==> src/rtl/calc_pkg.sv <==
// Shared definitions for the calculator key sequencer: keypad codes,
// arithmetic-unit opcodes, sequencer states and small key classifiers.
package calc_pkg;

  // Keypad codes; digits occupy 0..9.
  localparam logic [4:0] KEY_ADD = 5'd16;
  localparam logic [4:0] KEY_SUB = 5'd17;
  localparam logic [4:0] KEY_MUL = 5'd18;
  localparam logic [4:0] KEY_DIV = 5'd19;
  localparam logic [4:0] KEY_SHL = 5'd20;
  localparam logic [4:0] KEY_SHR = 5'd21;
  localparam logic [4:0] KEY_SRA = 5'd22;
  localparam logic [4:0] KEY_EQ  = 5'd23;
  localparam logic [4:0] KEY_CLR = 5'd24;

  // Arithmetic-unit opcodes.
  localparam logic [2:0] OP_ADD = 3'b000;
  localparam logic [2:0] OP_SUB = 3'b001;
  localparam logic [2:0] OP_MUL = 3'b010;
  localparam logic [2:0] OP_DIV = 3'b011;
  localparam logic [2:0] OP_SHL = 3'b100;
  localparam logic [2:0] OP_SHR = 3'b101;
  localparam logic [2:0] OP_SRA = 3'b110;

  typedef enum logic [2:0] {
    ST_ENTRY_A = 3'd0,
    ST_ENTRY_B = 3'd1,
    ST_SETTLE  = 3'd2,
    ST_CAPTURE = 3'd3,
    ST_SHOW    = 3'd4,
    ST_ERROR   = 3'd5
  } calc_state_e;

  function automatic logic is_digit(input logic [4:0] k);
    return k <= 5'd9;
  endfunction

  function automatic logic is_oper(input logic [4:0] k);
    return (k >= KEY_ADD) && (k <= KEY_SRA);
  endfunction

  // Operator keys 16..22 map onto opcodes 0..6 through their low bits.
  function automatic logic [2:0] key_to_op(input logic [4:0] k);
    return k[2:0];
  endfunction

endpackage

==> src/rtl/calc_dec_accum.sv <==
// Decimal digit accumulator: acc*10 + digit built from shifts and adds,
// evaluated four bits wider than the operand so overflow is visible.
module calc_dec_accum #(
  parameter int N = 32
) (
  input  logic [N-1:0] acc,
  input  logic [3:0]   digit,
  output logic [N-1:0] sum,
  output logic         ovf
);

  logic [N+3:0] wide;

  // acc*10 = acc*8 + acc*2, plus the new digit
  always_comb begin
    wide = ({4'b0000, acc} << 3) + ({4'b0000, acc} << 1) + {{N{1'b0}}, digit};
  end

  assign sum = wide[N-1:0];
  assign ovf = |wide[N+3:N];

endmodule

==> src/rtl/calc_key_sequencer.sv <==
// Calculator key sequencer: turns accepted keypad codes into operand-bus
// writes, load strobes, opcode and clear for the arithmetic unit, waits a
// programmable settle time before capturing the result, and supports
// chaining a new operation onto the last result.
module calc_key_sequencer
  import calc_pkg::*;
#(
  parameter int N             = 32,
  parameter int SETTLE_CYCLES = 4
) (
  input  logic         Clock,
  input  logic         Reset,
  input  logic         KeyValid,
  input  logic [4:0]   KeyCode,
  output logic         KeyReady,
  input  logic [N-1:0] Result,
  output logic [N-1:0] Operand,
  output logic         LoadA,
  output logic         LoadB,
  output logic         LoadR,
  output logic [2:0]   Op,
  output logic         AuClear,
  output logic [N-1:0] Display,
  output logic         Error,
  output logic [2:0]   dbg_state
);

  localparam int CW = (SETTLE_CYCLES > 1) ? $clog2(SETTLE_CYCLES) : 1;
  localparam logic [CW-1:0] CNT_LOAD = CW'(SETTLE_CYCLES - 1);

  calc_state_e  state_q, state_d;
  logic [N-1:0] entry_q, entry_d;
  logic [CW-1:0] cnt_q, cnt_d;
  logic [2:0]   op_q, op_d;
  logic [N-1:0] operand_q, operand_d;
  logic         load_a_q, load_a_d;
  logic         load_b_q, load_b_d;
  logic         load_r_q, load_r_d;
  logic         au_clear_q, au_clear_d;
  logic [N-1:0] display_q, display_d;
  logic         error_q, error_d;

  logic         key_fire;
  logic [N-1:0] acc_sum;
  logic         acc_ovf;

  calc_dec_accum #(.N(N)) u_accum (
    .acc   (entry_q),
    .digit (KeyCode[3:0]),
    .sum   (acc_sum),
    .ovf   (acc_ovf)
  );

  // Key handshake: a key is consumed on a rising edge where KeyValid and
  // KeyReady are both high; the sender must hold KeyCode stable with
  // KeyValid until then. KeyReady is low only while settling/capturing and
  // does not depend on KeyValid.
  assign KeyReady = (state_q == ST_ENTRY_A) || (state_q == ST_ENTRY_B) ||
                    (state_q == ST_SHOW)    || (state_q == ST_ERROR);
  assign key_fire = KeyValid && KeyReady;

  // Next-state, datapath and registered-output values
  always_comb begin
    state_d    = state_q;
    entry_d    = entry_q;
    cnt_d      = cnt_q;
    op_d       = op_q;
    operand_d  = operand_q;
    load_a_d   = 1'b0;
    load_b_d   = 1'b0;
    load_r_d   = 1'b0;
    au_clear_d = 1'b0;
    error_d    = error_q;

    case (state_q)
      ST_ENTRY_A, ST_ENTRY_B, ST_SHOW: begin
        if (key_fire) begin
          if (KeyCode == KEY_CLR) begin
            au_clear_d = 1'b1;
            entry_d    = '0;
            error_d    = 1'b0;
            op_d       = OP_ADD;
            state_d    = ST_ENTRY_A;
          end else if (is_digit(KeyCode)) begin
            if (state_q == ST_SHOW) begin
              // A digit after a result starts a fresh first operand.
              entry_d = N'(KeyCode[3:0]);
              state_d = ST_ENTRY_A;
            end else if (acc_ovf) begin
              error_d = 1'b1;
              state_d = ST_ERROR;
            end else begin
              entry_d = acc_sum;
            end
          end else if (is_oper(KeyCode)) begin
            op_d = key_to_op(KeyCode);
            if (state_q == ST_ENTRY_A) begin
              operand_d = entry_q;
              load_a_d  = 1'b1;
              entry_d   = '0;
              state_d   = ST_ENTRY_B;
            end else if (state_q == ST_SHOW) begin
              // Chaining: the last result becomes operand A.
              operand_d = Result;
              load_a_d  = 1'b1;
              entry_d   = '0;
              state_d   = ST_ENTRY_B;
            end
          end else if ((KeyCode == KEY_EQ) && (state_q == ST_ENTRY_B)) begin
            operand_d = entry_q;
            load_b_d  = 1'b1;
            if ((op_q == OP_DIV) && (entry_q == '0)) begin
              error_d = 1'b1;
              state_d = ST_ERROR;
            end else begin
              cnt_d   = CNT_LOAD;
              state_d = ST_SETTLE;
            end
          end
        end
      end
      ST_SETTLE: begin
        if (cnt_q == '0) begin
          state_d = ST_CAPTURE;
        end else begin
          cnt_d = cnt_q - CW'(1);
        end
      end
      ST_CAPTURE: begin
        load_r_d = 1'b1;
        state_d  = ST_SHOW;
      end
      ST_ERROR: begin
        // Everything but CLR is consumed and dropped.
        if (key_fire && (KeyCode == KEY_CLR)) begin
          au_clear_d = 1'b1;
          entry_d    = '0;
          error_d    = 1'b0;
          op_d       = OP_ADD;
          state_d    = ST_ENTRY_A;
        end
      end
      default: begin
        state_d = ST_ENTRY_A;
      end
    endcase

    case (state_d)
      ST_ENTRY_A, ST_ENTRY_B: display_d = entry_d;
      ST_SHOW:                display_d = Result;
      ST_ERROR:               display_d = '0;
      default:                display_d = display_q;
    endcase
  end

  // State and output registers; reset also aborts any pending capture
  always_ff @(posedge Clock) begin
    if (!Reset) begin
      state_q    <= ST_ENTRY_A;
      entry_q    <= '0;
      cnt_q      <= '0;
      op_q       <= OP_ADD;
      operand_q  <= '0;
      load_a_q   <= 1'b0;
      load_b_q   <= 1'b0;
      load_r_q   <= 1'b0;
      au_clear_q <= 1'b1;
      display_q  <= '0;
      error_q    <= 1'b0;
    end else begin
      state_q    <= state_d;
      entry_q    <= entry_d;
      cnt_q      <= cnt_d;
      op_q       <= op_d;
      operand_q  <= operand_d;
      load_a_q   <= load_a_d;
      load_b_q   <= load_b_d;
      load_r_q   <= load_r_d;
      au_clear_q <= au_clear_d;
      display_q  <= display_d;
      error_q    <= error_d;
    end
  end

  assign Operand   = operand_q;
  assign LoadA     = load_a_q;
  assign LoadB     = load_b_q;
  assign LoadR     = load_r_q;
  assign Op        = op_q;
  assign AuClear   = au_clear_q;
  assign Display   = display_q;
  assign Error     = error_q;
  assign dbg_state = state_q;

endmodule

==> config.mk <==
export PLATFORM = sky130hd
export DESIGN_NAME = calc_key_sequencer
export DESIGN_NICKNAME = d
export VERILOG_FILES = /design/src/rtl/calc_pkg.sv /design/src/rtl/calc_dec_accum.sv /design/src/rtl/calc_key_sequencer.sv
export SDC_FILE = /design/constraint.sdc
export NUM_CORES = 1
export LEC_CHECK = 0
export ABC_AREA = 1
export BUFFER_PORTS_ARGS = -buffer_cell sky130_fd_sc_hd__buf_2
export CAP_MARGIN = 20
export CORE_AREA = 10 10 214 155
export DETAILED_ROUTE_END_ITERATION = 10
export DIE_AREA = 0 0 224 165
export MAX_ROUTING_LAYER = met4
export PLACE_DENSITY = 0.51
export REMOVE_ABC_BUFFERS = 1
export SLEW_MARGIN = 25
export SYNTH_ARGS = -nofsm -noshare
export SYNTH_HDL_FRONTEND = slang
export SYNTH_SLANG_ARGS = --single-unit
==> constraint.sdc <==
create_clock -name Clock -period 5.8 [get_ports Clock]
set_input_delay 0.87 -clock Clock [delete_from_list [all_inputs] [get_ports Clock]]
set_output_delay 0.87 -clock Clock [all_outputs]
set_load 0.05 [all_outputs]
==> impl_metrics.json <==
{
  "cts_hold_buf": 0,
  "hold_class": "reg2reg",
  "status": "completed",
  "cts_tree": "yes",
  "grt.busiest_layer": "met2",
  "core_region_area_mm2": 0.0288,
  "final_max_slew_viol_count": 0,
  "final_cells": 1907,
  "ctsResizeCount": 0,
  "synthFlopType": "dfxtp_1",
  "post_cts_buffers": 0,
  "rows": 52,
  "drive_gt1_share_pct": 10.9,
  "synthTopCellsByArea": "dfxtp_1 25%, nand2_1 19%, ha_1 9.3%, inv_1 9.0%, o21ai_0 7.1%",
  "timing.rr.start": "entry_q[0]",
  "fp.dieW_um": 224,
  "clock_path_buffers": 2,
  "grt_use_met1_pct": 22.7,
  "ios": 116,
  "drc": 0,
  "cp-end-kind": "register",
  "netlist_area_mm2": 0.00860,
  "hp-start": "Operand[13]",
  "path_common_cell": "nand2_1",
  "fin_crit_sh_pct": 75.0,
  "hold_viol_final": 0,
  "via_count": 9052,
  "synth_most_common_cell": "nand2_1",
  "tns_ns": 0,
  "cpPeakStageDelay_ns": 0.56,
  "drv_cap": 0,
  "cp_max_fo": 32,
  "clock_skew_ns": 0.0122,
  "worstSkewPairLatency_ns": 0.38,
  "dp_cells": 1891,
  "port_buffers": 115,
  "worstSetupStartpointType": "input pin",
  "tightest_slew_ns": 0.945,
  "first_pass_iters": 5,
  "ys_seq_elements": 109,
  "grt_first_pass_wirelength_um": 48400,
  "grt_pass1_vias": 8723,
  "synth-edff-count": 0,
  "setup_viol": 0,
  "start_util_pct": 29.8,
  "wl_per_cell_um": 15.9,
  "rsz0062_at_grt": "no",
  "die_y_um": 165,
  "synth.distinct_cells": 39,
  "power_density_mw_per_mm2": 207,
  "timing.critical_path.max_delay_family": "simple AND/OR/NAND/NOR gates",
  "hold_path_depth": 2,
  "crit_type": "in2reg",
  "dp_hpwl_um": 23700,
  "finalWeightedCongestion": 0.918,
  "async_flop_share_pct": 0,
  "clockRootBuffer": "clkbuf_16",
  "synth-warning-count": 0,
  "slew_headroom_pct": 36.9,
  "cp.required_ns": 6.12,
  "worst-r2r-setup-slack_ns": 1.68,
  "grt_usage_pct": 16.8,
  "layout_min_cycle_time_ns": 4.35,
  "ys_seq_area_share_pct": 25.4,
  "ant_nets": 0,
  "grt-ovfl-total": 0,
  "wirelength_um": 30300,
  "clk_pin_slew_worst_paths_ns": 0.07,
  "synth_top_cell_area_share_pct": 25.4,
  "cp.arrival_ns": 4.67,
  "max_freq_mhz": 230,
  "crit_buf_inv": 5,
  "grtUsageMet2_pct": 25.9,
  "ff2ff_path_depth": 24,
  "die_area_mm2": 0.0370,
  "num-nets-final": 1630,
  "synth_area_leader_cell": "dfxtp_1",
  "synth_cells": 1440,
  "syn2layout_area_growth_pct": 14.1,
  "numCtsBuffers": 9,
  "htree_num_levels": 3,
  "drt_iter0_markers": 610,
  "diodes": 0,
  "ir_worst_vdd_mv": 0.116,
  "gr-usage-met3_pct": 3.42,
  "hold_end": "Operand[13]",
  "antenna_found_initial": 0,
  "reg2reg_to": "Display[26]",
  "cp_slowest_cell": "inv_2",
  "cts_sinks": 109,
  "viasPerCell": 4.75,
  "syn_area_per_cell_um2": 5.97,
  "grt_max_degree": 70,
  "leakage_nw": 5.31,
  "synthTopCellsByCount": "431 x nand2_1, 207 x inv_1, 122 x nor2_1, 122 x o21ai_0, 120 x nand3_1"
}
[power breakdown]
group,internal (mW),leakage [nW],switching (mW)
Clock,0.348,0.136,0.310
Sequential,0.788,0.885,0.0330
Combinational,0.150,4.29,0.405
Total,1.29,5.31,0.748
[final cells by class]
cell class,instances,area (um^2)
Sequential cell,109,2180
Clock inverter,3,45.0
Clock buffer,13,250
Multi-Input combinational cell,1064,5400
Inverter,215,807
Timing Repair Buffer,125,651
Fill cell,3244,19000
Tap cell,378,473
[kinds of logic after synthesis]
group           count (synthesis)  share of synthesized area [%]
flops                         109                           25.4
compound gates                256                           15.7
xor+xnor                       24                           2.44
buf+inv                       267                           12.1
fa+ha+maj                      66                           9.78
simple gates                  718                           34.6
[per-stage QoR]
step | power (mW) | setup WS (ns) | utilization, % | hold WS, ns | area [um^2]
finish | 2.03 | 1.45 | 34.0 | 0.443 | 9810
global route | 2.14 | 1.06 | 34.0 | 0.463 | 9810
CTS | 2.05 | 1.43 | 34.0 | 0.446 | 9810
detailed placement | 1.39 | 1.06 | 33.0 | 0.433 | 9520
global placement | 1.39 | 1.18 | 33.0 | 0.430 | 9510
floorplan | 1.21 | 1.59 | - | 0.444 | 8370
[how the worst max path moves through the flow]
stage | startpoint | to | slack, ns | depth (start not counted)
finish | KeyCode[3] | Display[26] | 1.45 | 25
global route | KeyCode[3] | Display[30] | 1.06 | 25
CTS | KeyCode[3] | Display[30] | 1.43 | 25
detailed placement | KeyCode[3] | Display[30] | 1.06 | 25
global placement | KeyCode[3] | Display[12] | 1.18 | 25
floorplan | KeyCode[3] | Display[12] | 1.59 | 24
[worst min-delay path: cells and delay by family, from the launching register on]
kind	cells	cell delay [ns]
buf+inv	1	0.04
compound gates	1	0.05
flops	1	0.31
[layer usage]
layer  part of all wire [%]  up-vias
met3                    5.3       17
li1                       -     4731
met4                   0.66        0
met5                      0        -
met2                     43      196
met1                     51     4108
[flip-flops by register name, summed over array words and instances, names as in the netlist]
register / flops
AuClear: 1
Display: 32
cnt_q: 2
Error: 1
Op: 3
entry_q: 32
dbg_state: 3
LoadA: 1
LoadB: 1
LoadR: 1
Operand: 32
[placed cells by master (no fill, tap or decap), types with 3 or more instances in the layout]
master | Yosys | routed
clkbuf_16 | 0 | 9
dfxtp_1 | 109 | 109
xor2_1 | 13 | 13
nor4_1 | 5 | 5
nor2_4 | 3 | 3
nand3_1 | 120 | 120
nand4_1 | 6 | 6
buf_4 | 7 | 10
o21bai_1 | 9 | 9
ha_1 | 64 | 64
nor2_1 | 122 | 120
buf_2 | 7 | 115
a211oi_1 | 3 | 3
nand2_2 | 7 | 7
o21ai_0 | 122 | 122
inv_2 | 6 | 7
nand2_1 | 431 | 431
inv_1 | 207 | 206
nor3_1 | 11 | 11
xnor2_1 | 11 | 11
and2_1 | 5 | 5
o211ai_1 | 4 | 4
clkbuf_1 | 37 | 3
nor2_2 | 3 | 5
a21oi_1 | 109 | 109
No activity file was read; power rests on OpenSTA's default activity.
